==> config.mk <==
export PLATFORM = sky130hd
export DESIGN_NAME = max7219_chain_ctrl_flat
export DESIGN_NICKNAME = d
export VERILOG_FILES = /design/src/rtl/max7219_pkg.sv /design/src/rtl/max7219_chain_ctrl_if.sv /design/src/rtl/max7219_serializer.sv /design/src/rtl/max7219_chain_ctrl.sv /design/src/flat_wrapper.sv
export SDC_FILE = /design/constraint.sdc
export NUM_CORES = 1
export LEC_CHECK = 0
export CAP_MARGIN = 15
export CORE_MARGIN = 3
export CORE_UTILIZATION = 23
export DETAILED_ROUTE_END_ITERATION = 10
export GPL_TIMING_DRIVEN = 0
export SLEW_MARGIN = 20
export SYNTH_ARGS = -nofsm -noshare
export SYNTH_HDL_FRONTEND = slang
export SYNTH_SLANG_ARGS = --single-unit
==> constraint.sdc <==
create_clock -name clk -period 1.9 [get_ports clk]
set_input_delay 0.475 -clock clk [delete_from_list [all_inputs] [get_ports clk]]
set_output_delay 0.475 -clock clk [all_outputs]
set_load 0.02 [all_outputs]
==> src/rtl/max7219_pkg.sv <==
// Shared definitions for the MAX7219 daisy-chain controller:
// register addresses, word width, FSM state type and word packing.
package max7219_pkg;

  localparam int C_WORD_W = 16;

  localparam logic [3:0] REG_NOOP         = 4'h0;
  localparam logic [3:0] REG_DIGIT0       = 4'h1;
  localparam logic [3:0] REG_DIGIT1       = 4'h2;
  localparam logic [3:0] REG_DIGIT2       = 4'h3;
  localparam logic [3:0] REG_DIGIT3       = 4'h4;
  localparam logic [3:0] REG_DIGIT4       = 4'h5;
  localparam logic [3:0] REG_DIGIT5       = 4'h6;
  localparam logic [3:0] REG_DIGIT6       = 4'h7;
  localparam logic [3:0] REG_DIGIT7       = 4'h8;
  localparam logic [3:0] REG_DECODE       = 4'h9;
  localparam logic [3:0] REG_INTENSITY    = 4'hA;
  localparam logic [3:0] REG_SCAN_LIMIT   = 4'hB;
  localparam logic [3:0] REG_SHUTDOWN     = 4'hC;
  localparam logic [3:0] REG_DISPLAY_TEST = 4'hF;

  typedef enum logic [2:0] {
    IDLE,
    SHIFT_LO,
    SHIFT_HI,
    LOAD,
    DONE
  } state_t;

  // One device word: upper nibble unused by the MAX7219, then address, then data.
  function automatic logic [C_WORD_W-1:0] build_word(input logic [3:0] addr,
                                                     input logic [7:0] data);
    return {4'h0, addr, data};
  endfunction

endpackage

==> src/rtl/max7219_chain_ctrl_if.sv <==
// Command bus between display-content logic (master) and the chain
// controller (slave): one register address plus one data byte per device.
interface max7219_chain_ctrl_if #(
  parameter int G_MATRIX_NB = 2
);

  logic                     i_cmd_valid;
  logic                     o_cmd_ready;
  logic [3:0]               i_cmd_addr;
  logic [8*G_MATRIX_NB-1:0] i_cmd_data;
  logic                     o_busy;
  logic                     o_done;

  modport master (
    output i_cmd_valid,
    output i_cmd_addr,
    output i_cmd_data,
    input  o_cmd_ready,
    input  o_busy,
    input  o_done
  );

  modport slave (
    input  i_cmd_valid,
    input  i_cmd_addr,
    input  i_cmd_data,
    output o_cmd_ready,
    output o_busy,
    output o_done
  );

endinterface

==> src/rtl/max7219_serializer.sv <==
// Datapath half of the chain controller: frame shift register, serial
// clock phase divider and remaining-bit counter. The FSM in the top
// decides when to capture, when phases run and when to advance a bit.
module max7219_serializer
  import max7219_pkg::*;
#(
  parameter int G_MATRIX_NB = 2,
  parameter int G_CLK_DIV   = 4
) (
  input  logic                            clk,
  input  logic                            rst,
  input  logic                            frame_load,
  input  logic [C_WORD_W*G_MATRIX_NB-1:0] frame_in,
  input  logic                            div_run,
  input  logic                            shift,
  output logic                            div_end,
  output logic                            msb_next,
  output logic                            last
);

  localparam int C_FRAME_W = C_WORD_W * G_MATRIX_NB;
  localparam int C_BIT_CW  = $clog2(C_FRAME_W + 1);
  localparam int C_DIV_CW  = $clog2(G_CLK_DIV + 1);
  localparam logic [C_DIV_CW-1:0] C_DIV_LAST  = C_DIV_CW'(G_CLK_DIV - 1);
  localparam logic [C_BIT_CW-1:0] C_BIT_FULL  = C_BIT_CW'(C_FRAME_W);
  localparam logic [C_BIT_CW-1:0] C_BIT_ONE   = C_BIT_CW'(1);

  logic [C_FRAME_W-1:0] shreg;
  logic [C_BIT_CW-1:0]  bit_cnt;
  logic [C_DIV_CW-1:0]  div_cnt;

  assign div_end = div_run && (div_cnt == C_DIV_LAST);
  assign last    = (bit_cnt == C_BIT_ONE);

  // Phase divider: restarts at every phase boundary and stays parked while idle.
  always_ff @(posedge clk) begin
    if (rst) begin
      div_cnt <= '0;
    end else if (!div_run || div_end) begin
      div_cnt <= '0;
    end else begin
      div_cnt <= div_cnt + C_DIV_CW'(1);
    end
  end

  // Frame register and bit counter: capture on accept, advance one bit per serial clock.
  always_ff @(posedge clk) begin
    if (rst) begin
      shreg   <= '0;
      bit_cnt <= '0;
    end else if (frame_load) begin
      shreg   <= frame_in;
      bit_cnt <= C_BIT_FULL;
    end else if (shift) begin
      shreg <= {shreg[C_FRAME_W-2:0], 1'b0};
      if (bit_cnt != '0) begin
        bit_cnt <= bit_cnt - C_BIT_ONE;
      end
    end
  end

  // Bit that will be at the head of the frame after this edge, so din can be registered.
  always_comb begin
    msb_next = shreg[C_FRAME_W-1];
    if (frame_load) begin
      msb_next = frame_in[C_FRAME_W-1];
    end else if (shift) begin
      msb_next = shreg[C_FRAME_W-2];
    end
  end

endmodule

==> src/rtl/max7219_chain_ctrl.sv <==
// Sequences one register write into every MAX7219 of a daisy chain:
// shifts the whole chain frame out MSB first (farthest device first),
// then strobes load so all devices latch together. All pins are registered.
module max7219_chain_ctrl
  import max7219_pkg::*;
#(
  parameter int G_MATRIX_NB = 2,
  parameter int G_CLK_DIV   = 4,
  parameter int G_LOAD_W    = 2
) (
  input  logic                clk,
  input  logic                rst,
  max7219_chain_ctrl_if.slave cmd,
  output logic                o_max7219_clk,
  output logic                o_max7219_din,
  output logic                o_max7219_load
);

  localparam int C_FRAME_W = C_WORD_W * G_MATRIX_NB;
  localparam int C_LOAD_CW = $clog2(G_LOAD_W + 1);
  localparam logic [C_LOAD_CW-1:0] C_LOAD_LAST = C_LOAD_CW'(G_LOAD_W - 1);

  if (G_MATRIX_NB < 1 || G_MATRIX_NB > 8) begin : g_bad_matrix_nb
    $error("max7219_chain_ctrl: G_MATRIX_NB must be in 1..8");
  end
  if (G_CLK_DIV < 1) begin : g_bad_clk_div
    $error("max7219_chain_ctrl: G_CLK_DIV must be >= 1");
  end
  if (G_LOAD_W < 1) begin : g_bad_load_w
    $error("max7219_chain_ctrl: G_LOAD_W must be >= 1");
  end

  state_t               state;
  state_t               state_next;
  logic [C_LOAD_CW-1:0] load_cnt;
  logic [C_FRAME_W-1:0] frame;
  logic                 frame_load;
  logic                 shift;
  logic                 div_run;
  logic                 div_end;
  logic                 msb_next;
  logic                 last;
  logic                 ready_d;
  logic                 busy_d;
  logic                 done_d;
  logic                 sclk_d;
  logic                 din_d;
  logic                 load_d;

  assign div_run = (state == SHIFT_LO) || (state == SHIFT_HI);

  max7219_serializer #(
    .G_MATRIX_NB (G_MATRIX_NB),
    .G_CLK_DIV   (G_CLK_DIV)
  ) u_ser (
    .clk        (clk),
    .rst        (rst),
    .frame_load (frame_load),
    .frame_in   (frame),
    .div_run    (div_run),
    .shift      (shift),
    .div_end    (div_end),
    .msb_next   (msb_next),
    .last       (last)
  );

  // Chain frame: device k word at slice k, so the highest device leaves first.
  always_comb begin
    frame = '0;
    for (int k = 0; k < G_MATRIX_NB; k++) begin
      frame[k*C_WORD_W +: C_WORD_W] = build_word(cmd.i_cmd_addr, cmd.i_cmd_data[k*8 +: 8]);
    end
  end

  // Next state plus the values every output pin takes after this edge.
  always_comb begin
    state_next = state;
    frame_load = 1'b0;
    shift      = 1'b0;
    unique case (state)
      IDLE: begin
        if (cmd.i_cmd_valid) begin
          frame_load = 1'b1;
          state_next = SHIFT_LO;
        end
      end
      SHIFT_LO: begin
        if (div_end) begin
          state_next = SHIFT_HI;
        end
      end
      SHIFT_HI: begin
        if (div_end) begin
          shift      = 1'b1;
          state_next = last ? LOAD : SHIFT_LO;
        end
      end
      LOAD: begin
        if (load_cnt == C_LOAD_LAST) begin
          state_next = DONE;
        end
      end
      DONE: begin
        state_next = IDLE;
      end
      default: begin
        state_next = IDLE;
      end
    endcase

    ready_d = (state_next == IDLE);
    busy_d  = (state_next == SHIFT_LO) || (state_next == SHIFT_HI) || (state_next == LOAD);
    done_d  = (state_next == DONE);
    sclk_d  = (state_next == SHIFT_HI);
    load_d  = (state_next == LOAD);
    din_d   = ((state_next == SHIFT_LO) || (state_next == SHIFT_HI)) ? msb_next : 1'b0;
  end

  // State register and registered pins; reset drops any frame in flight without a load.
  always_ff @(posedge clk) begin
    if (rst) begin
      state           <= IDLE;
      cmd.o_cmd_ready <= 1'b1;
      cmd.o_busy      <= 1'b0;
      cmd.o_done      <= 1'b0;
      o_max7219_clk   <= 1'b0;
      o_max7219_din   <= 1'b0;
      o_max7219_load  <= 1'b0;
    end else begin
      state           <= state_next;
      cmd.o_cmd_ready <= ready_d;
      cmd.o_busy      <= busy_d;
      cmd.o_done      <= done_d;
      o_max7219_clk   <= sclk_d;
      o_max7219_din   <= din_d;
      o_max7219_load  <= load_d;
    end
  end

  // Load strobe width counter, running only while in LOAD.
  always_ff @(posedge clk) begin
    if (rst || state != LOAD) begin
      load_cnt <= '0;
    end else begin
      load_cnt <= load_cnt + C_LOAD_CW'(1);
    end
  end

endmodule

==> src/flat_wrapper.sv <==
// flat-port wrapper written by rule: the top's interface ports become plain ports
module max7219_chain_ctrl_flat import max7219_pkg::*;
#(
  parameter int G_MATRIX_NB = 2,
  parameter int G_CLK_DIV   = 4,
  parameter int G_LOAD_W    = 2
)
  (clk, rst, o_max7219_clk, o_max7219_din, o_max7219_load, cmd_i_cmd_valid, cmd_i_cmd_addr, cmd_i_cmd_data, cmd_o_cmd_ready, cmd_o_busy, cmd_o_done);
  max7219_chain_ctrl_if #(.G_MATRIX_NB(G_MATRIX_NB)) cmd_i ();
  input  logic clk;
  input  logic rst;
  output logic o_max7219_clk;
  output logic o_max7219_din;
  output logic o_max7219_load;
  input wire logic [$bits(cmd_i.i_cmd_valid)-1:0] cmd_i_cmd_valid;
  input wire logic [$bits(cmd_i.i_cmd_addr)-1:0] cmd_i_cmd_addr;
  input wire logic [$bits(cmd_i.i_cmd_data)-1:0] cmd_i_cmd_data;
  output wire logic [$bits(cmd_i.o_cmd_ready)-1:0] cmd_o_cmd_ready;
  output wire logic [$bits(cmd_i.o_busy)-1:0] cmd_o_busy;
  output wire logic [$bits(cmd_i.o_done)-1:0] cmd_o_done;
  assign cmd_i.i_cmd_valid = cmd_i_cmd_valid;
  assign cmd_i.i_cmd_addr = cmd_i_cmd_addr;
  assign cmd_i.i_cmd_data = cmd_i_cmd_data;
  assign cmd_o_cmd_ready = cmd_i.o_cmd_ready;
  assign cmd_o_busy = cmd_i.o_busy;
  assign cmd_o_done = cmd_i.o_done;
  max7219_chain_ctrl #(.G_MATRIX_NB(G_MATRIX_NB), .G_CLK_DIV(G_CLK_DIV), .G_LOAD_W(G_LOAD_W)) u_core (.clk(clk), .rst(rst), .cmd(cmd_i), .o_max7219_clk(o_max7219_clk), .o_max7219_din(o_max7219_din), .o_max7219_load(o_max7219_load));
endmodule
==> report_table.html <==
<table>
<tr><th>Metric</th><th>Value</th></tr>
<tr><th colspan="2">Critical path</th></tr>
<tr><td>Flop-to-flop setup slack</td><td>about 100 ps</td></tr>
<tr><td>Worst reg-to-reg path cell count</td><td>7</td></tr>
<tr><td>Critical path required time</td><td>around 2100 ps</td></tr>
<tr><td>Worst reg2reg startpoint</td><td>u_core.u_ser.div_cnt[0]</td></tr>
<tr><td>Data arrival at the endpoint of the critical path</td><td>roughly 2000 ps</td></tr>
<tr><td>RR Endpoint</td><td>u_core.o_max7219_din</td></tr>
<tr><td>Critical path startpoint category</td><td>input port</td></tr>
<tr><td>Launch point of the critical path</td><td>cmd_i_cmd_valid</td></tr>
<tr><td>Category of the worst setup path capture point</td><td>flip-flop</td></tr>
<tr><td>Maximum fanout count along the critical path</td><td>4</td></tr>
<tr><td>Last element of the critical path</td><td>u_core.o_max7219_din</td></tr>
<tr><td>Worst setup path class</td><td>input port to flip-flop</td></tr>
<tr><th colspan="2">Detailed routing</th></tr>
<tr><td>ANT nets after route</td><td>0</td></tr>
<tr><td>Total Wirelength</td><td>between 4000 and 5000 um</td></tr>
<tr><td>Routed via count</td><td>roughly 1700</td></tr>
<tr><td>First-pass iteration count of the detailed router</td><td>4</td></tr>
<tr><td>Routed length per instance</td><td>around 12 um</td></tr>
<tr><td>Length of routed met2 wiring</td><td>a little over 2000 um</td></tr>
<tr><td>DRC violations left</td><td>0</td></tr>
<tr><td>Initial DRC count</td><td>between 70 and 80</td></tr>
<tr><td>Metal3 WL</td><td>~150 um</td></tr>
<tr><td>Wl on met1</td><td>~2200 um</td></tr>
<tr><td>Top Layer Used</td><td>met4</td></tr>
<tr><td>Vias/cell</td><td>approximately 4.5</td></tr>
<tr><th colspan="2">Placement</th></tr>
<tr><td>Buffers on Ports</td><td>28</td></tr>
<tr><td>Estimated wirelength of the detail-placed design</td><td>approximately 3200 um</td></tr>
<tr><td>Setup Slack @ Placement</td><td>-490 ps</td></tr>
<tr><td>DP Area</td><td>about 2500 um2</td></tr>
<tr><td>RePlAce Congestion</td><td>~0.83</td></tr>
<tr><th colspan="2">STA</th></tr>
<tr><td>Setup repair after global routing missed its margin</td><td>no</td></tr>
<tr><td>Final slew viol count</td><td>0</td></tr>
<tr><td>Final cycle utilization of the critical path</td><td>0.961</td></tr>
<tr><td>Setup violation total in the final timing report</td><td>0</td></tr>
<tr><td>Clock skew</td><td>around 11 ps</td></tr>
<tr><td>Final hold slack</td><td>about 420 ps</td></tr>
<tr><td>Clock period minus final worst setup slack</td><td>between 1500 and 2000 ps</td></tr>
<tr><td>Crit path setup slack, layout</td><td>around 73 ps</td></tr>
<tr><td>Endpoints failing hold</td><td>0</td></tr>
<tr><td>Achievable clock frequency</td><td>around 0.55 GHz</td></tr>
<tr><td>Remaining max-slew budget at the tightest pin</td><td>0.658</td></tr>
<tr><td>Worst-Margin Slew</td><td>between 500 and 600 ps</td></tr>
<tr><th colspan="2">Floorplan</th></tr>
<tr><td>Area inside the core boundary</td><td>~8800 um2</td></tr>
<tr><td>Area enclosed by the die boundary</td><td>between 10000 and 15000 um2</td></tr>
<tr><td>Starting density of the core</td><td>0.238</td></tr>
<tr><td>Number of core rows</td><td>34</td></tr>
<tr><td>Chip height</td><td>approximately 100 um</td></tr>
<tr><td>Die span in x</td><td>between 100 and 150 um</td></tr>
<tr><td>Total I/O pin count</td><td>29</td></tr>
<tr><th colspan="2">Power and ir drop</th></tr>
<tr><td>Share of power burned in combinational logic</td><td>0.095</td></tr>
<tr><td>Power share of the sequential group</td><td>0.542</td></tr>
<tr><td>Leakage power total</td><td>approximately 0.00093 uW</td></tr>
<tr><td>Internal power of the cells</td><td>1630 uW</td></tr>
<tr><td>Power density of the placed cells</td><td>about 800 nW/um2</td></tr>
<tr><td>Switching Fraction</td><td>0.232</td></tr>
<tr><td>Total design power</td><td>between 2000 and 2500 uW</td></tr>
<tr><td>Part of the power in the clock network</td><td>0.364</td></tr>
<tr><td>Worst IR Drop VDD</td><td>~0.00032 V</td></tr>
<tr><td>Net switching component of the power</td><td>~500 uW</td></tr>
<tr><th colspan="2">Synthesis</th></tr>
<tr><td>Sequential-to-total area share from yosys stat</td><td>0.499</td></tr>
<tr><td>Mean Syn Cell Area</td><td>roughly 8.7 um2</td></tr>
<tr><td>Number of flops mapped to enable cells by yosys</td><td>0</td></tr>
<tr><td>Post-synthesis instance area</td><td>between 2000 and 2500 um2</td></tr>
<tr><td>Post-synth ARST share</td><td>0</td></tr>
<tr><td>Gate Count Post-Synth</td><td>240</td></tr>
<tr><td>Net count after synthesis</td><td>roughly 270</td></tr>
<tr><td>Main flop type after synthesis</td><td>sky130_fd_sc_hd__dfxtp_1</td></tr>
<tr><td>Yosys warning total</td><td>0</td></tr>
<tr><td>Count of distinct cell types in the synthesized netlist</td><td>35</td></tr>
<tr><td>Flop and latch count out of synthesis</td><td>52</td></tr>
<tr><th colspan="2">Cells and area</th></tr>
<tr><td>Antenna Cells</td><td>0</td></tr>
<tr><td>Number of nets at the end of the flow</td><td>305</td></tr>
<tr><td>Final std cell area, no fill</td><td>about 2700 um2</td></tr>
<tr><td>Highest-count cells in the layout ignoring fill and taps</td><td>sky130_fd_sc_hd__dfxtp_1 (52), sky130_fd_sc_hd__nand2_1 (49), sky130_fd_sc_hd__a21oi_1 (28), sky130_fd_sc_hd__clkdlybuf4s50_1 (28), sky130_fd_sc_hd__nor2_1 (21)</td></tr>
<tr><td>Commonest non-fill, non-tap cell in the layout</td><td>sky130_fd_sc_hd__dfxtp_1</td></tr>
<tr><td>Fraction of layout cells with a size suffix above 1</td><td>0.105</td></tr>
<tr><td>Area growth, synth to finish</td><td>27.8%</td></tr>
<tr><th colspan="2">GRT</th></tr>
<tr><td>Remaining global-route overflow</td><td>0</td></tr>
<tr><td>Antenna violations before repair</td><td>0</td></tr>
<tr><td>Total routing resource utilization after global routing</td><td>0.0919</td></tr>
<tr><td>Pin count of the biggest net entering global routing</td><td>18</td></tr>
<tr><td>Vias in the first global route</td><td>approximately 1600</td></tr>
<tr><td>Global-route wire length before repair</td><td>7540 um</td></tr>
<tr><th colspan="2">Hold path</th></tr>
<tr><td>Hold/Removal Path Class</td><td>flip-flop to flip-flop</td></tr>
<tr><td>Startpoint of the lowest-slack hold path</td><td>u_core.load_cnt[0]</td></tr>
<tr><th colspan="2">Status</th></tr>
<tr><td>Run status</td><td>completed</td></tr>
<tr><th colspan="2">Clock network</th></tr>
<tr><td>Clock buffers created by TritonCTS</td><td>5</td></tr>
<tr><td>Post-CTS Hold Buffers</td><td>0</td></tr>
<tr><td>Cell at the root of the clock tree</td><td>sky130_fd_sc_hd__clkbuf_8</td></tr>
<tr><td>TritonCTS Sinks</td><td>52</td></tr>
<tr><td>Depth of the CTS H-tree</td><td>2</td></tr>
<tr><td>Buffer levels on the longest clock path</td><td>2</td></tr>
<tr><td>Clock-pin slew on the worst setup and hold paths</td><td>90 ps</td></tr>
<tr><td>CTS tree</td><td>done</td></tr>
<tr><td>Clock latency reported for the late side of the worst-skew pair</td><td>approximately 300 ps</td></tr>
<tr><th colspan="2">Flow run</th></tr>
<tr><td>Max-cap violations</td><td>0</td></tr>
</table>
==> per-layer routing <==
layer  track usage  vias up
met1         0.122      796
met3        0.0227        4
met2         0.146       26
met4        0.0307        0
met5             0        -
li1              -      892
==> cell type report <==
class                   count  area [um2]
flip-flops and latches     52        1040
clock buffers               5        68.8
multi-input cells         164         970
inverters                   9        33.8
fillers                   930        6090
clock inverters             3        46.3
well taps                 108         135
repair buffers             31         303
plain buffers              13        71.3
==> power by group through the flow <==
stage | Clock (uW) | Combinational [uW] | Sequential (uW)
finish | 772 | 201 | 1150
global route | 833 | 227 | 1160
CTS | 800 | 202 | 1150
detailed placement | 0 | 197 | 1180
global placement | 0 | 194 | 1170
floorplan | 0 | 110 | 1170
==> worst min path at each step <==
stage                     cells after the start                       to
after floorplan                               1       u_core.load_cnt[0]
after global placement                        1       u_core.load_cnt[0]
after detailed placement                      1       u_core.load_cnt[0]
after CTS                                     1       u_core.load_cnt[0]
after global routing                          1  u_core.u_ser.div_cnt[0]
final                                         1       u_core.load_cnt[0]
==> synth_stat cells (2+ instances only) <==
cell type	n	area (um2)
sky130_fd_sc_hd__nor2_1	21	78.8
sky130_fd_sc_hd__buf_2	6	30.0
sky130_fd_sc_hd__o21bai_1	2	15.0
sky130_fd_sc_hd__nor3_1	5	25.0
sky130_fd_sc_hd__buf_4	3	22.5
sky130_fd_sc_hd__and2_1	2	12.5
sky130_fd_sc_hd__nand2_1	49	184
sky130_fd_sc_hd__xor2_1	5	43.8
sky130_fd_sc_hd__a21oi_1	28	140
sky130_fd_sc_hd__ha_1	6	75.1
sky130_fd_sc_hd__a31oi_1	5	31.3
sky130_fd_sc_hd__dfxtp_1	52	1040
sky130_fd_sc_hd__a311oi_1	2	17.5
sky130_fd_sc_hd__a211oi_1	3	22.5
sky130_fd_sc_hd__xnor2_1	2	17.5
sky130_fd_sc_hd__nand3_1	2	10.0
sky130_fd_sc_hd__inv_1	9	33.8
sky130_fd_sc_hd__a22oi_1	17	128
sky130_fd_sc_hd__clkbuf_1	4	15.0
sky130_fd_sc_hd__nand3b_1	2	15.0
==> cells by family (layout without fill, tap and decap cells) <==
kind of cell	count (synthesis)	count (layout)	share of synthesized area
and+or+nand+nor	88	88	0.189
xor gates and xnor gates	7	7	0.0294
AOI/OAI and AO/OA	62	62	0.189
DFF	52	52	0.499
buffers and inverters	24	61	0.0527
muxes	1	1	0.00539
adders and majority gates	6	6	0.0359
==> registers in the layout, indices dropped and copies added (netlist names) <==
register,flops
u_core.u_ser.bit_cnt,6
u_core.o_max7219_din,1
u_core.cmd.o_busy,1
u_core.cmd.o_done,1
u_core.u_ser.shreg,32
u_core.cmd.o_cmd_ready,1
u_core.o_max7219_clk,1
u_core.o_max7219_load,1
u_core.load_cnt,2
u_core.u_ser.div_cnt,3
u_core.state,3
==> worst max-delay path, stage by stage <==
cell                              delay [ps]
sky130_fd_sc_hd__clkdlybuf4s50_1         510
sky130_fd_sc_hd__nor2b_4                 190
sky130_fd_sc_hd__a211oi_1                 60
sky130_fd_sc_hd__a311o_1                 400
sky130_fd_sc_hd__xor2_1                  190
sky130_fd_sc_hd__and2_1                  190
==> metrics by stage <==
| stage | setup TNS (ps) | instances | util |
|---|---|---|---|
| floorplan | 0 | 240 | - |
| finish | 0 | 385 | 0.305 |
| global route | 0 | 385 | 0.305 |
| detailed placement | -11230 | 376 | 0.286 |
| CTS | 0 | 386 | 0.301 |
| global placement | -10960 | 376 | 0.286 |
==> what timing repair did <==
action | in CTS | in global routing
endpoints found under the setup margin | 22 | 35
setup buffers | 3 | 0
pin swaps | 2 | 0
resized for setup | 2 | 9
(Power assumes the default switching activity.)
